### src/rtl/piggy_pkg.sv
// Shared constants, FSM encoding and frame helpers for the piggy bank reporter.
package piggy_pkg;

  localparam logic [7:0] FRAME_HDR = 8'hA5;

  typedef enum logic [2:0] {
    IDLE = 3'd0,
    LOAD = 3'd1,
    SEND = 3'd2,
    GAP  = 3'd3,
    DONE = 3'd4
  } state_t;

  // Report frame length: header, one byte per channel, two total bytes, checksum.
  function automatic int unsigned frame_len(input int unsigned n);
    return n + 4;
  endfunction

endpackage

### src/rtl/uart_tx_byte.sv
// UART 8N1 byte transmitter, LSB first; line idles high.
module uart_tx_byte
  import piggy_pkg::*;
#(
  parameter int unsigned CLKS_PER_BIT = 87
) (
  input  logic       clk,
  input  logic       rst_n,
  input  logic       start,
  input  logic [7:0] data,
  output logic       busy,
  output logic       byte_done,
  output logic       serial
);

  localparam int unsigned CNT_W = (CLKS_PER_BIT > 1) ? $clog2(CLKS_PER_BIT) : 1;
  localparam logic [CNT_W-1:0] CNT_LAST = CNT_W'(CLKS_PER_BIT - 1);

  logic [CNT_W-1:0] clk_cnt;
  logic [3:0]       bit_idx;
  logic [7:0]       shreg;

  // Bit timing: bit 0 is the start bit, 1..8 data, 9 stop; ones shift in behind the data.
  always_ff @(posedge clk or negedge rst_n) begin
    if (!rst_n) begin
      busy      <= 1'b0;
      byte_done <= 1'b0;
      serial    <= 1'b1;
      clk_cnt   <= '0;
      bit_idx   <= '0;
      shreg     <= '0;
    end else begin
      byte_done <= 1'b0;
      if (!busy) begin
        if (start) begin
          busy    <= 1'b1;
          serial  <= 1'b0;
          clk_cnt <= '0;
          bit_idx <= '0;
          shreg   <= data;
        end
      end else if (clk_cnt == CNT_LAST) begin
        clk_cnt <= '0;
        if (bit_idx == 4'd9) begin
          busy      <= 1'b0;
          byte_done <= 1'b1;
        end else begin
          serial  <= shreg[0];
          shreg   <= {1'b1, shreg[7:1]};
          bit_idx <= bit_idx + 4'd1;
        end
      end else begin
        clk_cnt <= clk_cnt + CNT_W'(1);
      end
    end
  end

endmodule

### src/rtl/piggy_bank_reporter.sv
// Coin bank: per-channel counters, saturating weighted total and framed UART report.
module piggy_bank_reporter
  import piggy_pkg::*;
#(
  parameter int unsigned       N_CH         = 4,
  parameter int unsigned       CNT_W        = 8,
  parameter int unsigned       TOT_W        = 16,
  // Channel i denomination is DENOMS[8*i+:8]; default ch0..ch3 = 1, 2, 5, 10.
  parameter logic [N_CH*8-1:0] DENOMS       = {8'd10, 8'd5, 8'd2, 8'd1},
  parameter int unsigned       CLKS_PER_BIT = 87
) (
  input  logic             clk,
  input  logic             rst_n,
  input  logic [N_CH-1:0]  coin_in,
  input  logic             clear,
  input  logic             report_req,
  output logic             tx_serial,
  output logic             tx_active,
  output logic             tx_done,
  output logic [TOT_W-1:0] total,
  output logic [N_CH-1:0]  sat,
  output logic             overflow
);

  localparam int unsigned FLEN  = frame_len(N_CH);
  localparam int unsigned IDX_W = 4;
  localparam int unsigned BUF_N = 16;
  localparam int unsigned SUM_W = TOT_W + 4;
  localparam logic [TOT_W-1:0] TOT_MAX = '1;
  localparam logic [CNT_W-1:0] CNT_MAX = '1;

  logic [N_CH-1:0]  coin_prev;
  logic [N_CH-1:0]  coin_edge_c;
  logic [N_CH-1:0]  counted_c;
  logic             req_prev;
  logic             req_edge_c;
  logic             trig_c;
  logic [SUM_W-1:0] sum_c;
  logic [CNT_W-1:0] cnt [N_CH];
  logic             pending;

  state_t           state, state_nxt;
  logic [IDX_W-1:0] idx, idx_nxt;
  logic [7:0]       frame_c   [BUF_N];
  logic [7:0]       frame_buf [BUF_N];
  logic [15:0]      tot16_c;
  logic [7:0]       csum_c;
  logic             uart_start_c;
  logic [7:0]       uart_data_c;
  logic             uart_busy;
  logic             uart_byte_done;
  logic             tx_active_nxt;

  // Edge detection, saturation gating and the widened total sum.
  always_comb begin
    coin_edge_c = coin_in & ~coin_prev;
    req_edge_c  = report_req & ~req_prev;
    counted_c   = '0;
    sum_c       = SUM_W'(total);
    for (int i = 0; i < N_CH; i++) begin
      if (coin_edge_c[i] && (cnt[i] != CNT_MAX)) begin
        counted_c[i] = 1'b1;
        sum_c        = sum_c + SUM_W'(DENOMS[8*i +: 8]);
      end
    end
    trig_c = clear | req_edge_c | (|counted_c);
  end

  // Live bank state: counters, total, sticky flags and the report-pending flag.
  always_ff @(posedge clk or negedge rst_n) begin
    if (!rst_n) begin
      coin_prev <= '0;
      req_prev  <= 1'b0;
      for (int i = 0; i < N_CH; i++) cnt[i] <= '0;
      total     <= '0;
      sat       <= '0;
      overflow  <= 1'b0;
      pending   <= 1'b0;
    end else begin
      coin_prev <= coin_in;
      req_prev  <= report_req;
      pending   <= trig_c | (pending & (state != IDLE));
      if (clear) begin
        for (int i = 0; i < N_CH; i++) cnt[i] <= '0;
        total    <= '0;
        sat      <= '0;
        overflow <= 1'b0;
      end else begin
        for (int i = 0; i < N_CH; i++) begin
          if (counted_c[i]) begin
            cnt[i] <= cnt[i] + CNT_W'(1);
            if (cnt[i] == CNT_MAX - CNT_W'(1)) sat[i] <= 1'b1;
          end
        end
        if (sum_c > SUM_W'(TOT_MAX)) begin
          total    <= TOT_MAX;
          overflow <= 1'b1;
        end else begin
          total <= TOT_W'(sum_c);
        end
      end
    end
  end

  // Frame image of the live state, checksum in the last byte.
  always_comb begin
    for (int b = 0; b < BUF_N; b++) frame_c[b] = 8'h00;
    tot16_c    = 16'(total);
    frame_c[0] = FRAME_HDR;
    for (int i = 0; i < N_CH; i++) frame_c[i+1] = 8'(cnt[i]);
    frame_c[N_CH+1] = tot16_c[15:8];
    frame_c[N_CH+2] = tot16_c[7:0];
    csum_c = 8'h00;
    for (int unsigned b = 0; b < FLEN - 1; b++) csum_c = csum_c ^ frame_c[b];
    frame_c[FLEN-1] = csum_c;
  end

  // Sequencer registers, snapshot buffer and registered tx status outputs.
  always_ff @(posedge clk or negedge rst_n) begin
    if (!rst_n) begin
      state     <= IDLE;
      idx       <= '0;
      tx_active <= 1'b0;
      tx_done   <= 1'b0;
      for (int b = 0; b < BUF_N; b++) frame_buf[b] <= 8'h00;
    end else begin
      state     <= state_nxt;
      idx       <= idx_nxt;
      tx_active <= tx_active_nxt;
      tx_done   <= (state_nxt == DONE);
      if (state == LOAD) begin
        for (int b = 0; b < BUF_N; b++) frame_buf[b] <= frame_c[b];
      end
    end
  end

  // Next-state logic: header goes out straight from LOAD, later bytes from GAP.
  always_comb begin
    state_nxt     = state;
    idx_nxt       = idx;
    uart_start_c  = 1'b0;
    uart_data_c   = FRAME_HDR;
    tx_active_nxt = tx_active;
    case (state)
      IDLE: begin
        tx_active_nxt = 1'b0;
        idx_nxt       = '0;
        if (pending) state_nxt = LOAD;
      end
      LOAD: begin
        uart_start_c  = ~uart_busy;
        tx_active_nxt = 1'b1;
        idx_nxt       = '0;
        state_nxt     = SEND;
      end
      SEND: begin
        if (uart_byte_done) begin
          state_nxt = GAP;
          if (idx == IDX_W'(FLEN - 1)) tx_active_nxt = 1'b0;
        end
      end
      GAP: begin
        idx_nxt = idx + IDX_W'(1);
        if (idx_nxt == IDX_W'(FLEN)) begin
          state_nxt = DONE;
        end else begin
          uart_start_c = ~uart_busy;
          uart_data_c  = frame_buf[idx_nxt];
          state_nxt    = SEND;
        end
      end
      DONE:    state_nxt = IDLE;
      default: state_nxt = IDLE;
    endcase
  end

  uart_tx_byte #(
    .CLKS_PER_BIT(CLKS_PER_BIT)
  ) u_uart (
    .clk      (clk),
    .rst_n    (rst_n),
    .start    (uart_start_c),
    .data     (uart_data_c),
    .busy     (uart_busy),
    .byte_done(uart_byte_done),
    .serial   (tx_serial)
  );

endmodule
### config.mk
export PLATFORM = sky130hd
export DESIGN_NAME = piggy_bank_reporter
export DESIGN_NICKNAME = d
export VERILOG_FILES = /design/src/rtl/piggy_pkg.sv /design/src/rtl/uart_tx_byte.sv /design/src/rtl/piggy_bank_reporter.sv
export SDC_FILE = /design/constraint.sdc
export NUM_CORES = 1
export LEC_CHECK = 0
export ABC_AREA = 1
export CAP_MARGIN = 20
export CORE_MARGIN = 2
export CORE_UTILIZATION = 45
export CTS_CLUSTER_DIAMETER = 80
export DETAILED_ROUTE_END_ITERATION = 10
export PLACE_DENSITY = 0.72
export SYNTH_ARGS = -nofsm -noshare
export SYNTH_HDL_FRONTEND = slang
export SYNTH_SLANG_ARGS = --single-unit
### constraint.sdc
create_clock -name clk -period 5.8 [get_ports clk]
set_input_delay 0.87 -clock clk [delete_from_list [all_inputs] [get_ports clk]]
set_output_delay 0.87 -clock clk [all_outputs]
set_load 0.02 [all_outputs]
### Word level (Yosys, flattened, before mapping)

Cells that the tools add are included.

* word-level logic and storage cells: 169
* output and inout bits: 24
* bits in registers: 147
* input bits: 8

* equal/unequal tests: 20
* bitwise gates (word level): 16
* muxes and demuxes: 63
* reductions and logical operators: 26
* add/subtract/negate cells: 11
* order comparisons: 2

Operator list (number)
* 2-to-1 mux 8 bit: 12
* 2-to-1 mux 20 bit: 3
* bitwise XOR 8 bit: 5
* adder 8 x 1 -> 8 bit, second input constant: 4
* binary-select mux 8 bit (select 4 bit): 1
* == test 8 bit, second input constant: 4
* 2-to-1 mux 16 bit: 2
* 2-to-1 mux 32 bit: 1
* != test 8 bit, second input constant: 4
* 2-to-1 mux 1 bit: 28
* nonzero test 2 bit: 11
* 2-to-1 mux 7 bit: 3
* adder 20 x 2 -> 20 bit, second input constant: 1
* adder 20 x 3 -> 20 bit, second input constant: 1
* adder 20 x 4 -> 20 bit, second input constant: 1
* > comparator 20 x 16 -> 1 bit, second input constant: 1
* 2-to-1 mux 4 bit: 5
* adder 16 x 1 -> 17 bit, second input constant: 1
* 2-to-1 mux 17 bit: 1
* case mux 3 bit (4 select lines): 1
* 2-to-1 mux 3 bit: 3
* adder 4 x 1 -> 4 bit, second input constant: 2
* == test 4 bit, second input constant: 2
* inverter 4 bit: 2
* 24 further kinds: 39

### Logic depth before layout (Yosys ltp)

Gate-level depths: netlist of the first run.

* depth after elaboration: 13
* gate-level depth with buffers: 32
* mapped depth without buffers: 32

### Hierarchy

A second synthesis of the first run with hierarchy kept.

* cell total of the unflattened synthesis: 1234
* area total of the unflattened synthesis: 9166.3 µm²

By module, submodules not included
* piggy_bank_reporter: cells each 1079, sequential area each 3128.0 µm², area each 7952.6 µm², times used 1
* uart_tx_byte: cells each 155, sequential area each 551.8 µm², area each 1213.7 µm², times used 1

### Worst setup path before layout of the first run

Ideal clock, no wire load.

* path kind: input -> register
* start point: in coin_in[0]
* end point: reg total[1]
* setup time: 116 ps
* arrival: 3389 ps
* stages on the path: 23
* buffers on the path: 1
* required time: 5684 ps
* path slack: 2295 ps
* path through: inv_1 -> nor2_4 -> nand3_1 -> nand2_4 -> ha_1 -> inv_1 -> nor2_2 -> nand3_1 -> nor2_2 -> nand2_4 -> xor2_2 -> nand2_1 -> nor2_2 -> nand2_1 -> nand2_1 -> nor2_1 -> nand2_2 -> nor2_4 -> nand2_2 -> nand2_4 -> buf_8 -> o21ai_2 -> inv_1

* cells in the longest elaborated chain, start to end: 12

Ends and longest elaborated chain
* start, declared: line piggy_bank_reporter.sv:14 `input logic [N_CH-1:0] coin_in,`
* bitwise AND 4 bit *: line piggy_bank_reporter.sv:56 `coin_edge_c = coin_in & ~coin_prev;`
* logical AND 1 bit *: line piggy_bank_reporter.sv:61 `if (coin_edge_c[i] && (cnt[i] != CNT_MAX)) begin`
* 2-to-1 mux 17 bit *: line piggy_bank_reporter.sv:61
* adder 20 x 2 -> 20 bit: line piggy_bank_reporter.sv:63 `sum_c = sum_c + SUM_W'(DENOMS[8*i +: 8]);`
* 2-to-1 mux 20 bit *: line piggy_bank_reporter.sv:61
* adder 20 x 3 -> 20 bit: line piggy_bank_reporter.sv:63
* 2-to-1 mux 20 bit *: line piggy_bank_reporter.sv:61
* adder 20 x 4 -> 20 bit: line piggy_bank_reporter.sv:63
* 2-to-1 mux 20 bit *: line piggy_bank_reporter.sv:61
* > comparator 20 x 16 -> 1 bit: line piggy_bank_reporter.sv:95 `if (sum_c > SUM_W'(TOT_MAX)) begin`
* 2-to-1 mux 16 bit *: line piggy_bank_reporter.sv:95
* 2-to-1 mux 16 bit *: line piggy_bank_reporter.sv:83 `if (clear) begin`
* end signal, assigned: line piggy_bank_reporter.sv:99 `total <= TOT_W'(sum_c);`
* end, declared: line piggy_bank_reporter.sv:20 `output logic [TOT_W-1:0] total,`

Every way passes the cells marked *; elsewhere a longest branch is shown, timed or not.
A chain may end at the register's enable or synchronous reset.

### Worst setup path after layout of the first run

* start point: in coin_in[0]
* end point: reg total[7]

The elaborated chain is that of the path after synthesis.

==> results of run 1 <==
-- cells by family after synthesis --
logic type | Yosys count | synth area share (%)
compound gates | 208 | 13.3
xor+xnor | 62 | 6.06
fa+ha+maj | 17 | 2.34
buf+inv | 190 | 8.19
flops | 147 | 40.5
mux | 1 | 0.110
simple gates | 590 | 29.5
-- power breakdown --
| part | internal, uW | total, uW | switching [uW] |
|---|---|---|---|
| registers | 1230 | 1420 | 193 |
| clock network | 629 | 1080 | 452 |
| logic | 329 | 966 | 637 |
-- layout make-up --
class | count | area share (%)
clock buffer | 18 | 4.21
clock inverter | 13 | 1.33
inverter | 156 | 5.77
multi-input combinational | 878 | 45.8
sequential | 147 | 36.1
tap | 265 | 3.25
timing repair buffer | 38 | 3.57
-- state kept, by name (all words and copies together) (netlist names), 3 cells and up --
| signal | count |
|---|---|
| cnt | 32 |
| coin_prev | 4 |
| frame_buf | 57 |
| idx | 4 |
| sat | 4 |
| state | 3 |
| total | 16 |
| u_uart.bit_idx | 4 |
| u_uart.clk_cnt | 7 |
| u_uart.shreg | 8 |
-- metal layers --
layer | GRT usage, % | vias to the layer above
met1 | 31.4 | 3699
met5 | 0 | -
met2 | 35.8 | 203
met4 | 7.82 | 0
li1 | - | 3991
met3 | 3.94 | 45
-- worst max-delay path, stage by stage --
cell	delay, ns
clkdlybuf4s50_1	0.48
inv_1	0.07
nor2_4	0.29
nand2_8	0.15
nand2_1	0.11
nand2_1	0.08
inv_2	0.07
ha_1	0.13
inv_1	0.05
nor2_2	0.24
nand3_1	0.14
nor2_2	0.20
nand3_1	0.15
nand2_1	0.11
nand2_2	0.11
inv_2	0.08
nand2_1	0.05
nor2_1	0.13
nand3_1	0.10
nand2_2	0.12
inv_1	0.06
nor2_1	0.12
nand2_2	0.09
nand2_4	0.19
inv_2	0.09
nand2_1	0.07
nand2_1	0.05
inv_1	0.06
-- cells in the mapped netlist (9+ instances only) --
library cell | n | area share (%)
nand2_1 | 292 | 12
dfrtp_1 | 146 | 40
inv_1 | 138 | 5.7
o21ai_0 | 117 | 6.4
nor2_1 | 112 | 4.6
nand3_1 | 61 | 3.4
a21oi_1 | 34 | 1.9
xor2_1 | 32 | 3.1
nand2_2 | 29 | 2.0
nor3_1 | 29 | 1.6
xnor2_1 | 29 | 2.8
clkbuf_1 | 26 | 1.1
nand4_1 | 21 | 1.4
ha_1 | 17 | 2.3
inv_2 | 17 | 0.70
nor2_2 | 15 | 1.0
o21ai_2 | 12 | 1.2
nor2_4 | 9 | 1.1
o211ai_1 | 9 | 0.74
-- through the flow --
stage          hold slack (ns)  instances  utilization [%]  setup WS [ns]  cell area, um2
5_1_grt                  0.497       1515             51.9           1.20           10200
6_report                 0.474       1515             51.9           1.74           10200
3_5_place_dp             0.455       1484             49.0           1.30            9630
2_1_floorplan            0.437       1215                -           2.29            9090
3_3_place_gp             0.453       1484             49.0           1.35            9630
4_1_cts                  0.477       1515             51.9           1.75           10200
-- final timing paths --
path | end | slack [ns] | depth (start not counted)
worst max-delay path | total[7] | 1.74 | 28
worst min-delay path | u_uart.bit_idx[3] | 0.47 | 1
worst max register to register | total[7] | 2.00 | 27
worst min register to register | u_uart.bit_idx[3] | 0.47 | 1
max in group asynchronous | sat[1] | 4.09 | 2
min in group asynchronous | req_prev | 0.49 | 1
==> metrics.md, run 1 <==
| Metric | Value |
|---|---|
| Post-synth EDFFs | `0` |
| Asr flop ratio synth | `100%` |
| Ports | `32` |
| Total global-route track usage | `22.6%` |
| Diode count | `0` |
| Power Dens Cells | `341 mW/mm2` |
| CP endpoint kind | `register` |
| Largest net degree at the start of global routing | `95` |
| Total number of vias | `7,938` |
| Post-CTS sizing | `0` |
| Critical Path Source Type | `primary input` |
| Synthesized Nets | `1,240` |
| Maximum capacitance violations | `0` |
| Syn Inst Count | `1,215` |
| Die W | `146 um` |
| Multi-input logic area | `between 0.004 and 0.005 mm2` |
| CTS tree | `yes` |
| RR Startpoint | `cnt[22]` |
| Final HPWL DP | `17,200 um` |
| CTS Hold Bufs | `0` |
| DIE HEIGHT | `around 150 um` |
| Worst Skew | `0.00796 ns` |
| Relative slew margins | `37.6%` |
| M1 wire length | `10,900 um` |
| Initial drt markers | `739` |
| Clk slew on worst S/H paths | `0.06 ns` |
| Number of antenna violations at the first check in global routing | `0` |
| DR DRC count | `0` |
| Router iterations before antenna repair | `6` |
| GP Congestion | `0.930` |
| H-tree levels | `4` |
| Post-Route WL | `23,300 um` |
| #FFs+latches synth | `147` |
| Final Hold Fails | `0` |
| Vias per cell | `5.24` |
| Met2 WL | `around 11,000 um` |
| Syn Area/Cell | `7.48 um2` |
| Worst Setup SP | `coin_in[0]` |
| FMAX | `246 MHz` |
| Layout cells sized above 1 | `11.3%` |
| Worst hold path startpoint | `u_uart.bit_idx[3]` |
| Num rows | `51` |
| Final setup viols | `0` |
| Status | `completed` |
| Die ar. | `0.0213 mm2` |
| Postcts setup bufs | `0` |
| Port Buf Inserts | `31` |
| Post-synth cell types | `47` |
| Deepest clock path buffer count | `2` |
| Clk sinks | `147` |
| Worst Hold Class | `register to register` |
| Mapped cell area | `0.00909 mm2` |
| Global route overflow | `0` |
| Area growth from synthesis to layout | `12.2%` |
| Final nets | `1,263` |
| Critical Path RT | `between 6 and 7 ns` |
| Sequential area share after synthesis | `40.5%` |
| Max Transition Viols Final | `0` |
| First-pass GRT wire length | `38,400 um` |
| Top sig layer | `met4` |
| Most used flip-flop cell after synthesis | `dfrtp_1` |
| Most frequent cells in the layout | `nand2_1, dfrtp_1, inv_1` |
| Critical path arrival | `4.44 ns` |
| Slew @ Worst Pin | `0.932 ns` |
| Setup tns final | `0 ns` |
| Met3 WL | `1160 um` |
| WL per Instance | `15.4 um` |
| Final period util | `70.1%` |
| Vias in the first global route | `around 7,500` |
| Worst-path maximum fanout | `18` |
| Critical setup path kind | `primary input to register` |
| Crit path time final | `4.06 ns` |
| Initial Util | `46.2%` |
| Core Box Area | `0.0197 mm2` |
| Cts bufs inserted | `17` |
| Worst vdd ir | `0.187 mV` |
| Unrepaired setup endpoints after global routing | `no` |
| Yosys warns | `0` |
| Clock tree root buffer cell | `clkbuf_16` |
| Sequential Area | `around 0.0037 mm2` |
| Most common cell after layout, fill and taps aside | `nand2_1` |
| Fillers | `approximately 1,900` |
| Post-route ant nets | `0` |
| P_leak | `0.00452 uW` |
| Overall power | `3470 uW` |
| Worst skew pair latency | `0.43 ns` |
(Power assumes the default switching activity.)
==> run 2, diff against run 1 <==
Clock period 5.8 ns to 4.25 ns, I/O delays scaled along.
==> metrics.md, run 2 (synthesized netlist as in run 1, its figures left out) <==
| Metric | Value |
|---|---|
| Worst Hold Class | `primary input to async pin` |
| Ports | `32` |
| Total global-route track usage | `between 20% and 30%` |
| Vias per cell | `approximately 5.3` |
| Num rows | `51` |
| Cts bufs inserted | `17` |
| FMAX | `269 MHz` |
| Largest net degree at the start of global routing | `100` |
| Slew @ Worst Pin | `approximately 0.96 ns` |
| Final HPWL DP | `17,400 um` |
| Crit path time final | `3.72 ns` |
| Sequential Power Share | `39.2%` |
| Largest register FFs | `57` |
| Diode count | `0` |
| Postcts setup bufs | `0` |
| CTS tree | `yes` |
| Max Transition Viols Final | `0` |
| Router iterations before antenna repair | `6` |
| Setup tns final | `0 ns` |
| Die ar. | `0.0213 mm2` |
| Sw power | `1760 uW` |
| First-pass GRT wire length | `38,900 um` |
| Critical setup path kind | `register to register` |
| Clk sinks | `147` |
| Critical Path Source Type | `register` |
| Fillers | `1,919` |
| Post-CTS sizing | `0` |
| Initial Util | `46.2%` |
| CTS Hold Bufs | `0` |
| Most common cell after layout, fill and taps aside | `nand2_1` |
| Port Buf Inserts | `31` |
| Post-Route WL | `23,700 um` |
| Total number of vias | `8,018` |
| Initial drt markers | `572` |
| Vias in the first global route | `7,593` |
| Die W | `approximately 150 um` |
| Worst Skew | `0.00833 ns` |
| CP endpoint kind | `register` |
| Biggest register | `frame_buf` |
| DIE HEIGHT | `146 um` |
| Core Box Area | `0.0197 mm2` |
| Cell-internal power | `3180 uW` |
| Most frequent cells in the layout | `nand2_1, dfrtp_1, inv_1` |
| Top flop regs | `frame_buf x57, cnt x32, total x16` |
| Post-route ant nets | `0` |
| Clock share of power | `33.7%` |
| Status | `completed` |
| Global route overflow | `0` |
| H-tree levels | `4` |
| GP Congestion | `0.891` |
| WL per Instance | `~16 um` |
| Comb pwr share | `27.1%` |
| Worst skew pair latency | `0.43 ns` |
| Reg2Reg Depth | `24` |
| Layout cells sized above 1 | `around an eighth` |
| Post-route cell area | `0.0103 mm2` |
| Relative slew margins | `35.9%` |
| Final setup viols | `0` |
| Number of antenna violations at the first check in global routing | `0` |
| Worst-path maximum fanout | `15` |
| Placed inst area | `approximately 0.0097 mm2` |
| Unrepaired setup endpoints after global routing | `no` |
| Critical Path RT | `~4.6 ns` |
| Sw Ratio | `between 30% and 40%` |
| Clock tree root buffer cell | `clkbuf_16` |
| Deepest clock path buffer count | `2` |
| Power Dens Cells | `477 mW/mm2` |
| Critical path arrival | `4.10 ns` |
| Final nets | `1,271` |
| Area growth from synthesis to layout | `13.8%` |
| P_leak | `0.00461 uW` |
| Final period util | `just under 90%` |
| DR DRC count | `0` |
| Final Hold Fails | `0` |
| Maximum capacitance violations | `0` |
| Clk slew on worst S/H paths | `0.07 ns` |
| Worst vdd ir | `0.291 mV` |
## run 2: cell count changes in the layout (fill, tap and decap cells not counted)
cell and change:
inv_6 -1, clkinv_2 -1, buf_4 +7, clkinvlp_4 -4
bufinv_16 +3, clkinv_4 +3, buf_12 +1
## run 2: cell type report
cell class	instances	area, um2	share of cell area, %
tap	265	332	3.21
multi-input combinational	878	4670	45.1
timing repair buffer	46	437	4.22
inverter	156	588	5.69
clock inverter	13	208	2.01
clock buffer	18	429	4.15
sequential	147	3680	35.6
## run 2: power by group through the flow
stage / logic [uW] / registers, uW / clock network [uW]
after floorplan: 986 / 1870 / 0
after global placement: 1300 / 1940 / 0
after detailed placement: 1330 / 1950 / 0
after global routing: 1520 / 1970 / 1740
after CTS: 1340 / 1930 / 1690
final: 1340 / 1930 / 1670
## run 2: worst paths after layout
check / slack [ns] / end / from
max: 0.53 / total[13] / cnt[25]
min: 0.30 / tx_active / rst_n
max reg2reg: 0.53 / total[13] / cnt[25]
min reg2reg: 0.47 / u_uart.bit_idx[3] / u_uart.bit_idx[3]
max in group asynchronous: 3.06 / u_uart.serial / rst_n
min in group clk: 0.47 / u_uart.bit_idx[3] / u_uart.bit_idx[3]
## run 2: layer usage
| layer | up-vias | GRT usage [%] | part of all wire, % |
|---|---|---|---|
| li1 | 3992 | - | - |
| met1 | 3748 | 31.3 | 46 |
| met2 | 231 | 36.7 | 46 |
| met3 | 47 | 3.78 | 4.7 |
| met4 | 0 | 8.54 | 2.6 |
| met5 | - | 0 | 0 |
## run 2: worst max-delay path, cell delays in order, from the launching register on
cell     delay (ns)
dfrtp_1        0.42
ha_1           0.21
inv_1          0.07
nor2_2         0.17
nand2_4        0.15
nand2_8        0.09
buf_4          0.21
inv_4          0.12
nand2_1        0.07
nand2_1        0.10
ha_1           0.22
nor2_1         0.14
xor2_1         0.23
nand2_1        0.09
a21oi_1        0.34
nand3_2        0.14
nor2_2         0.15
nand2_2        0.10
nor2_4         0.10
nand2_2        0.07
nand2_4        0.19
inv_2          0.09
nand2_1        0.07
nand2_1        0.05
inv_1          0.05
## run 2: metrics by stage
step / setup WS [ns] / total power [uW] / hold slack, ns / utilization [%] / instances
global placement: 0.269 / 3250 / 0.454 / 49.4 / 1492
finish: 0.528 / 4940 / 0.301 / 52.6 / 1523
global route: 0.0892 / 5230 / 0.406 / 52.6 / 1523
detailed placement: 0.166 / 3280 / 0.456 / 49.4 / 1492
floorplan: 0.977 / 2860 / 0.342 / - / 1215
CTS: 0.513 / 4960 / 0.377 / 52.6 / 1523
==> run 3, diff against run 2 <==
Settings changed: ABC_AREA 1 to 0, CELL_PAD_IN_SITES_DETAIL_PLACEMENT set to 0, CELL_PAD_IN_SITES_GLOBAL_PLACEMENT set to 1, MAX_ROUTING_LAYER set to met4, PLACE_DENSITY 0.72 to 0.86.
==> metrics.md, run 3 <==
| Metric | Value |
|---|---|
| Asr flop ratio synth | `100%` |
| CP max-delay cell | `or4_4` |
| Post-route ant nets | `0` |
| Worst-path maximum fanout | `4` |
| Port Buf Inserts | `31` |
| Critical Path Source Type | `register` |
| Layout cells sized above 1 | `19.3%` |
| Commonest cells in the netlist | `nand2_1, dfrtp_1, nor2_1, xnor2_1, clkbuf_1` |
| Vias in the first global route | `7,717` |
| Clock tree root buffer cell | `clkbuf_16` |
| Area growth from synthesis to layout | `23.0%` |
| Critical path arrival | `4.46 ns` |
| Hold WS | `roughly 0.34 ns` |
| Share of the synthesized area in the top cell type | `between 40% and 50%` |
| Sw Ratio | `between 20 and 30%` |
| Mapped cell area | `0.00910 mm2` |
| Vias per cell | `5.58` |
| #FFs+latches synth | `147` |
| Maximum capacitance violations | `0` |
| Final period util | `around 100%` |
| Total number of vias | `7,854` |
| Final Hold Fails | `0` |
| Worst vdd ir | `0.258 mV` |
| DR DRC count | `0` |
| Most used flip-flop cell after synthesis | `dfrtp_1` |
| CTS tree | `yes` |
| WL per Instance | `between 15 and 20 um` |
| Most frequent cells in the layout | `nand2_1, dfrtp_1, buf_4` |
| Worst Hold Class | `primary input to async pin` |
| Unrepaired setup endpoints after global routing | `yes` |
| Worst skew pair latency | `0.42 ns` |
| Crit path time final | `around 4.2 ns` |
| Deepest clock path buffer count | `2` |
| Reg-to-Reg End | `total[14]` |
| CTS Hold Bufs | `0` |
| Total global-route track usage | `24.8%` |
| Top flop regs | `frame_buf x57, cnt x32, total x16` |
| Pre-CTS WS | `-0.338 ns` |
| R2R Setup Slk | `0.07 ns` |
| Max Transition Viols Final | `0` |
| DIE HEIGHT | `roughly 150 um` |
| Largest net degree at the start of global routing | `about 110` |
| Syn Inst Count | `between 1,000 and 1,500` |
| Router iterations before antenna repair | `4` |
| Largest register FFs | `57` |
| Synth area leaders | `dfrtp_1, nand2_1, xnor2_1, xor2_1, nor2_1` |
| Yosys warns | `0` |
| Worst Skew | `0.00890 ns` |
| CP endpoint kind | `register` |
| Post-synth EDFFs | `0` |
| Final core utilization | `55.8%` |
| RR Startpoint | `cnt[24]` |
| Clk sinks | `147` |
| H-tree levels | `4` |
| Critical setup path kind | `register to register` |
| Sw power | `1200 uW` |
| Synth area leader | `dfrtp_1` |
| Post-Route WL | `25,000 um` |
| Post-synth cell types | `90` |
| Critical Path RT | `4.54 ns` |
| Worst setup path endpoint | `total[14]` |
| Clk slew on worst S/H paths | `approximately 0.06 ns` |
| Biggest register | `frame_buf` |
| Core Box Area | `0.0200 mm2` |
| P_leak | `0.00480 uW` |
| Top cell by count, worst path | `buf_4` |
| Cell-internal power | `2880 uW` |
| Worst setup margin | `0.0741 ns` |
| Sequential Area | `between 0.003 and 0.004 mm2` |
| Worst Setup SP | `cnt[24]` |
| Clock share of power | `39.4%` |
| Comb pwr share | `20.6%` |
| Status | `completed` |
| Final nets | `1,150` |
| Sequential Power Share | `40.0%` |
| CP peak stage delay | `roughly 0.54 ns` |
| Sequential area share after synthesis | `slightly above 40%` |
| First-pass GRT wire length | `a little over 40,000 um` |
| Ports | `32` |
| Synthesized Nets | `1,041` |
| Final HPWL DP | `17,900 um` |
| Initial drt markers | `between 500 and 600` |
| Fillers | `1,860` |
| Most frequent cell after synthesis | `nand2_1` |
| Most common cell after layout, fill and taps aside | `nand2_1` |
| Cell Chain, Critical Path | `ha_4, and3_4, a2111oi_4, or3_1, ha_2, o211ai_1, or4_4, o311ai_4, xnor2_2, buf_4, o31a_1, a211oi_2, buf_4, nand4b_4, nor4_4, buf_4, mux2i_1, a21oi_1` |
| FMAX | `239 MHz` |
| GP Congestion | `0.921` |
| Relative slew margins | `about 34%` |
| Syn Area/Cell | `8.95 um2` |
| Power Dens Cells | `approximately 360 mW/mm2` |
| Global route overflow | `0` |
| Final setup viols | `0` |
| Cts bufs inserted | `17` |
| Slew @ Worst Pin | `0.989 ns` |
| Number of antenna violations at the first check in global routing | `0` |
| Overall power | `4080 uW` |
| Die W | `about 150 um` |
| Diode count | `0` |
| Die ar. | `0.0214 mm2` |
| Num rows | `52` |
| Multi-input logic area | `roughly 0.0052 mm2` |
| Initial Util | `approximately 45%` |
| Reg2Reg Depth | `18` |
-- run 3: through the flow --
stage | TNS (ns) | instance area (um2) | cells
after floorplan | 0 | 9150 | 1016
after global placement | -3.73 | 10400 | 1363
after detailed placement | -5.10 | 10400 | 1363
after CTS | 0 | 11000 | 1395
after global routing | -1.58 | 11200 | 1408
final | 0 | 11200 | 1408
-- run 3: critical path, delay by kind of cell (launching register included) --
kind / cells / cell delay [ns]
AO/OA/AOI/OAI: 6 / 1.13
XOR/XNOR: 1 / 0.14
adder cells (fa/ha/maj): 2 / 0.35
buffers and inverters: 3 / 0.51
flip-flops: 1 / 0.41
multiplexers: 1 / 0.16
AND/OR/NAND/NOR: 5 / 1.31
-- run 3: metal layers --
layer	vias to the layer above	share of wire [%]	global-route usage, %
li1	3800	-	-
met1	3818	47	34.2
met2	191	46	37.6
met3	45	4.4	4.16
met4	0	2.5	7.57
met5	-	0	-
-- run 3: what timing repair did --
item / CTS / global route
endpoints found under the setup margin: 0 / 17
resized for setup: 0 / 20
setup buffers: 0 / 11
-- run 3: worst min path at each step --
stage	cells past startpoint	slack, ns	from	endpoint
2_1_floorplan	0	0.34	rst_n	cnt[0]
4_1_cts	1	0.40	rst_n	frame_buf[101]
3_5_place_dp	1	0.45	frame_buf[120]	frame_buf[120]
6_report	1	0.34	rst_n	frame_buf[101]
5_1_grt	1	0.41	coin_in[0]	coin_prev[0]
3_3_place_gp	2	0.45	frame_buf[109]	frame_buf[109]
-- run 3: cell families after synthesis --
family	Yosys count	synth area share [%]
AND/OR/NAND/NOR	442	23.7
adder cells (fa/ha/maj)	17	2.34
buffers and inverters	81	3.67
XOR/XNOR	115	11.2
flip-flops	147	40.4
AO/OA/AOI/OAI	191	14.9
multiplexers	23	3.75
-- run 3: area by class of cell --
cell class,instances,area share (%)
multi-input combinational,788,46.8
sequential,147,32.9
timing repair buffer,150,11.1
clock buffer,21,3.94
tap,270,3.02
clock inverter,11,1.57
inverter,21,0.705
-- run 3: power groups by stage --
stage	Clock [uW]	Sequential [uW]	Combinational (uW)
finish	1610	1630	841
global route	1690	1650	929
CTS	1630	1630	828
detailed placement	0	1650	822
global placement	0	1650	808
floorplan	0	1640	525
